## src/rtl/instr_loader.sv

```systemverilog
// Boot-time program loader: receives a length-prefixed big-endian byte stream,
// packs it into 32-bit words and writes them to instruction memory from address 0.
module instr_loader #(
  parameter int n     = 32,
  parameter int WORDS = 64
) (
  input  logic         clock,
  input  logic         rst,
  input  logic [7:0]   byte_in,
  input  logic         byte_valid,
  output logic         byte_ready,
  output logic         imem_we,
  output logic [n-1:0] imem_addr,
  output logic [n-1:0] imem_wdata,
  output logic         cpu_rst,
  output logic         done,
  output logic         err
);

  localparam int IW = $clog2(WORDS + 1);

  typedef enum logic [2:0] {
    HDR_HI,
    HDR_LO,
    DATA,
    WRITE,
    DONE,
    ERR
  } state_t;

  state_t          state;
  logic [15:0]     count;
  logic [1:0]      byte_cnt;
  logic [IW-1:0]   word_idx;
  logic [23:0]     shift_reg;
  logic            xfer;
  logic [15:0]     full_count;

  // Ready depends on rst directly so no byte is accepted during a reset cycle.
  always_comb begin
    byte_ready = !rst && (state == HDR_HI || state == HDR_LO || state == DATA);
    xfer       = byte_valid && byte_ready;
    full_count = {count[15:8], byte_in};
  end

  always_ff @(posedge clock) begin
    if (rst) begin
      state      <= HDR_HI;
      count      <= '0;
      byte_cnt   <= '0;
      word_idx   <= '0;
      shift_reg  <= '0;
      imem_we    <= 1'b0;
      imem_addr  <= '0;
      imem_wdata <= '0;
      cpu_rst    <= 1'b1;
      done       <= 1'b0;
      err        <= 1'b0;
    end else begin
      imem_we <= 1'b0;
      case (state)
        HDR_HI: begin
          if (xfer) begin
            count[15:8] <= byte_in;
            state       <= HDR_LO;
          end
        end
        HDR_LO: begin
          if (xfer) begin
            count[7:0] <= byte_in;
            byte_cnt   <= '0;
            word_idx   <= '0;
            if (full_count == 16'd0) begin
              state   <= DONE;
              done    <= 1'b1;
              cpu_rst <= 1'b0;
            end else if (full_count > 16'(WORDS)) begin
              state <= ERR;
              err   <= 1'b1;
            end else begin
              state <= DATA;
            end
          end
        end
        DATA: begin
          if (xfer) begin
            shift_reg <= {shift_reg[15:0], byte_in};
            byte_cnt  <= byte_cnt + 2'd1;
            // The 4th byte goes straight into the write word, so the write
            // registers are loaded on the same edge that accepts it.
            if (byte_cnt == 2'd3) begin
              state      <= WRITE;
              imem_we    <= 1'b1;
              imem_addr  <= n'({word_idx, 2'b00});
              imem_wdata <= n'({shift_reg, byte_in});
            end
          end
        end
        WRITE: begin
          word_idx <= word_idx + 1'b1;
          byte_cnt <= '0;
          if (16'(word_idx) + 16'd1 == count) begin
            state   <= DONE;
            done    <= 1'b1;
            cpu_rst <= 1'b0;
          end else begin
            state <= DATA;
          end
        end
        DONE, ERR: begin
        end
        default: state <= HDR_HI;
      endcase
    end
  end

endmodule

```

## config.mk

```make
export PLATFORM = sky130hd
export DESIGN_NAME = instr_loader
export DESIGN_NICKNAME = d
export VERILOG_FILES = /design/src/rtl/instr_loader.sv
export SDC_FILE = /design/constraint.sdc
export NUM_CORES = 1
export LEC_CHECK = 0
export CAP_MARGIN = 30
export CORE_MARGIN = 1.5
export CORE_UTILIZATION = 51
export DETAILED_ROUTE_END_ITERATION = 10
export PLACE_DENSITY = 0.79
export SLEW_MARGIN = 15
export SYNTH_ARGS = -nofsm -noshare
export SYNTH_HDL_FRONTEND = slang
export SYNTH_SLANG_ARGS = --single-unit
```

## constraint.sdc

```tcl
create_clock -name clock -period 2.9 [get_ports clock]
set_input_delay 0.58 -clock clock [delete_from_list [all_inputs] [get_ports clock]]
set_output_delay 0.58 -clock clock [all_outputs]
set_load 0.005 [all_outputs]
```

# After elaboration in Yosys (flattened, before gate mapping)
# Cells that the tools add are included.
[op_classes]
n_reduce_logical = 20
eq_ne = 13
bitwise_logic = 4
add_sub_neg = 3
n_lt_le_gt_ge = 1
muxes = 22
[op_table]
columns = ["cell", "count"]
rows = [
  ["2-to-1 mux 3 bit", 7],
  ["equality test 8 x 16 -> 1 bit", 1],
  ["> comparator 16 x 7 -> 1 bit, second input constant", 1],
  ["logical NOT 16 bit", 1],
  ["one-hot mux 3 bit (5 select lines)", 1],
  ["one-hot mux 7 bit (2 select lines)", 1],
  ["adder 7 x 1 -> 8 bit, second input constant", 1],
  ["inequality test 2 bit, second input constant", 4],
  ["AND reduction 2 bit", 4],
  ["AND reduction 4 bit", 2],
  ["adder 7 x 1 -> 7 bit, second input constant", 1],
  ["2-to-1 mux 1 bit", 7],
  ["2-to-1 mux 7 bit", 1],
  ["equality test 3 x 2 -> 1 bit, second input constant", 2],
  ["equality test 3 bit, second input constant", 2],
  ["one-hot mux 2 bit (3 select lines)", 1],
  ["AND reduction 3 bit", 2],
  ["AND reduction 5 bit", 1],
  ["2-to-1 mux 2 bit", 2],
  ["inequality test 2 x 1 -> 1 bit, second input constant", 2],
  ["NOT 1 bit", 4],
  ["one-hot mux 1 bit (2 select lines)", 2],
  ["equality test 3 x 1 -> 1 bit, second input constant", 1],
  ["logical NOT 3 bit", 1],
  ["9 further kinds", 11],
]
[word_totals]
input_bits = 11
elab_cells = 75
output_inout_bits = 69
reg_bits = 95

# Longest topological paths before layout
[logic_depth]
ltp_word = 7
ltp_mapped = 8
ltp_nobuf = 6

# Worst setup path after synthesis
# OpenSTA, ideal clock, no wires.
[synth_path]
path_kind = "reg2reg"
start = "register word_idx[1]"
end = "register cpu_rst"
arrival_time_ns = 1.854
path_slack_ns = 0.911
n_path_buf = 0
period_less_slack_ns = 1.989
required_time_ns = 2.765
setup_ns = 0.135
stages_incl_launch_ff = 7
path_cell_list = "dfxtp_1 > ha_1 > nand3_4 > o21a_1 > or4_4 > a2111oi_4 > a211oi_1"
[synth_via]
elab_chain_cells = 4
[synth_lines]
columns = ["element", "line_no", "text"]
rows = [
  ["start: declaration", "34", "logic [IW-1:0] word_idx;"],
  ["start signal: assignment", "100", "word_idx <= word_idx + 1'b1;"],
  ["adder 7 x 1 -> 8 bit", "102", "if (16'(word_idx) + 16'd1 == count) begin"],
  ["equality test 8 x 16 -> 1 bit", "102", ""],
  ["inequality test 2 bit (no line)", "--", ""],
  ["AND reduction 4 bit (no line)", "--", ""],
  ["end signal: assignment", "56", "cpu_rst <= 1'b1;"],
  ["end signal: assignment", "76", "cpu_rst <= 1'b0;"],
  ["end signal: assignment", "105", "cpu_rst <= 1'b0;"],
  ["end: declaration", "15", "output logic cpu_rst,"],
]
# Every way passes these cells.
# A chain may end at the register's enable or synchronous reset.

# Worst setup path in the final report
[layout_path]
start = "register state[1]"
end = "output byte_ready"
[layout_via]
elab_chain_cells = 4
elab_cells_between_ends = 6
classes_between = "2 x eq/ne; 4 x reduce/logical"
[layout_lines]
columns = ["element", "line_no", "text"]
rows = [
  ["start: declaration", "31", "state_t state;"],
  ["start signal: assignment", "48", "state <= HDR_HI;"],
  ["start signal: assignment", "65", "state <= HDR_LO;"],
  ["start signal: assignment", "74", "state <= DONE;"],
  ["equality test 3 x 1 -> 1 bit / logical NOT 3 bit (equally long branches)", "41", "byte_ready = !rst && (state == HDR_HI || state == HDR_LO || state == DATA);"],
  ["logical OR 1 bit", "41", ""],
  ["logical OR 1 bit (*)", "41", ""],
  ["logical AND 1 bit (*)", "41", ""],
  ["end: declaration", "11", "output logic byte_ready,"],
]
# Mark *: on every way between the ends. The rest lies on a longest branch, timed or not.

==> out/metrics.cfg <==
[run_status]
status = completed

[final_layout]
finalNonFillerCells = 659
register_area_sq_um = 1900
multiInputGateArea_sq_um = 1860
areaGrowthSynthToFinish_pct = 19.3
fin_nets = 565
final_layout_size_suffix_gt1_frac = 0.0772
final_cell_mix = 144 x nand2_1, 95 x dfxtp_1, 67 x a21oi_1
largest_reg_flops = 32
layout_commonest_cell = nand2_1
antenna_cells = 0
fin_util = 0.625
fillCellCount = 688

[power_and_ir_drop]
power_density_nw_per_um2 = 514
ir_drop_uv = 285
power_uw = 2470
leakage_uw = 0.00180

[synth]
synthArstFlopShare = 0
synth_top_flop_cell = dfxtp_1
synth_edf_count = 0
synth_seq_cells = 95
synthesis.instances = 505
synth.distinct_cells = 53
avgSynthCellArea_sq_um = 7.98
yosys_warnings = 0
yosysSeqAreaShare = 0.472
syn_area_sq_um = 4030

[timing]
tightest_slew_ns = 0.535
holdWs_ns = 0.456
slew_violations = 0
min_period_over_period = 0.804
final.setup.tns_ns = 0
setup-violations-final = 0
hold_viol_final = 0
min_period_ns = 2.33
max_clock_freq_ghz = 0.429
fin_skew_ns = 0.0107
maxSlewHeadroom = 0.642
grt_setup_unrepaired = no

[cts]
cts.clk_slew.worst_paths_ns = 0.10
cts_tree = done
clock_path_buffers = 2
hold_buffers = 0
postCtsSetupBuffers = 0
cts_root_buffer = clkbuf_8
clock_sinks = 95
cts_htree_levels = 3
cts_resized = 0
clk_latency_ns = 0.38
cts_buffers = 9

[worst_setup_path]
critPathLaunch = state[1]
cp_slowest_cell = dfxtp_1
r2r_start = word_idx[0]
rr_worst_depth = 6
worst_path_largest_cell_delay_ns = 0.58
cp-endpoint = byte_ready
timing.rr.end = cpu_rst
r2r_slack_ns = 0.59
crit_path_end_kind = primary output
cp_cell_sequence = nand2_1, and2_1, clkdlybuf4s50_1
path_class = reg2out
cp_max_fo = 13
startpoint_type = flip-flop
arrival_ns = 1.75
required_ns = 2.32

[drt]
vias = 3612
drc = 0
final_antenna_net_count = 0
drtIter0Drc = 262
wirelength_um = 9340
avgRoutedWirePerCell_um = 14.2
vias_per_cell = 5.48
drt_pass1_iterations = 5

[floorplan]
die_w_um = 91.9
core_area_sq_um = 7690
die_area_sq_um = 8440
fp.dieH_um = 91.9
io_pins = 80
rows = 32
start_util = 0.524

[grt]
grt_util_all_layers = 0.230
grt_pass1_wl_um = 15400
antenna_found_initial = 0
grt_max_degree = 42
grt_pass1_vias = 3172
overflow = 0

[worst_hold_path]
min_path_type = reg2reg

[job]
maxCapViolCount = 0

[place]
dpl.hpwl_um = 6530
io_buffers = 54
gp_congestion = 0.852
dp.cells = 643

stage by stage:
step	setup WS, ns	cell area (sq um)
global placement	0.460	4590
CTS	0.568	4800
floorplan	0.911	4120
finish	0.568	4800
global route	0.462	4800
detailed placement	0.408	4590
metal layers:
metal,share of wire,GRT usage,wire (um)
met5,0,0,0
met4,0.022,0.0897,204
met3,0.072,0.0431,673
met2,0.48,0.380,4480
met1,0.43,0.296,3980
how the worst min path moves through the flow:
stage / start / to / slack [ns] / depth (start not counted)
2_1_floorplan: shift_reg[2] / imem_wdata[10] / 0.43 / 2
3_3_place_gp: shift_reg[18] / imem_wdata[26] / 0.44 / 2
3_5_place_dp: shift_reg[18] / shift_reg[18] / 0.45 / 2
4_1_cts: imem_addr[5] / imem_addr[5] / 0.46 / 2
5_1_grt: shift_reg[19] / imem_wdata[27] / 0.48 / 2
6_report: imem_wdata[0] / imem_wdata[0] / 0.46 / 2
cell type report:
cell class,count,share of cell area
Sequential cell,95,0.396
Clock inverter,7,0.0180
Clock buffer,9,0.0258
Tap cell,102,0.0266
Multi-Input combinational cell,369,0.388
Timing Repair Buffer,72,0.142
Inverter,5,0.00391
cells in the mapped netlist (3+ instances only):
cell | count | area (sq um)
nand2_1 | 144 | 541
dfxtp_1 | 95 | 1900
a21oi_1 | 67 | 335
nand3_1 | 30 | 150
buf_4 | 27 | 203
clkbuf_1 | 26 | 97.6
nor2_1 | 22 | 82.6
mux2i_1 | 8 | 80.1
buf_2 | 6 | 30.0
o21ai_1 | 6 | 30.0
nor3_1 | 5 | 25.0
a211oi_1 | 4 | 30.0
a21o_1 | 4 | 30.0
o21ai_0 | 4 | 20.0
nor2b_1 | 3 | 18.8
nor4_1 | 3 | 18.8
or4_1 | 3 | 22.5
xnor2_1 | 3 | 26.3
kinds of logic after synthesis:
| logic type | Yosys count | synth area share |
|---|---|---|
| simple gates | 227 | 0.251 |
| other cells | 1 | 0.000931 |
| flops | 95 | 0.472 |
| buf+inv | 65 | 0.0879 |
| compound gates | 102 | 0.151 |
| fa+ha+maj | 2 | 0.00621 |
| xor+xnor | 5 | 0.0109 |
| mux | 8 | 0.0199 |
report_power, final:
group	leakage, uW	switching (uW)	internal [uW]
Clock	0.000104	507	418
Sequential	0.000767	23.1	1320
Combinational	0.000932	118	80.0
critical path: cells and delay by family, from the launching register on:
family                 cells  cell delay, ns
buffers and inverters      1            0.44
DFF                        1            0.58
and+or+nand+nor            2            0.37
Note: power is estimated with default switching activity, not from simulation.
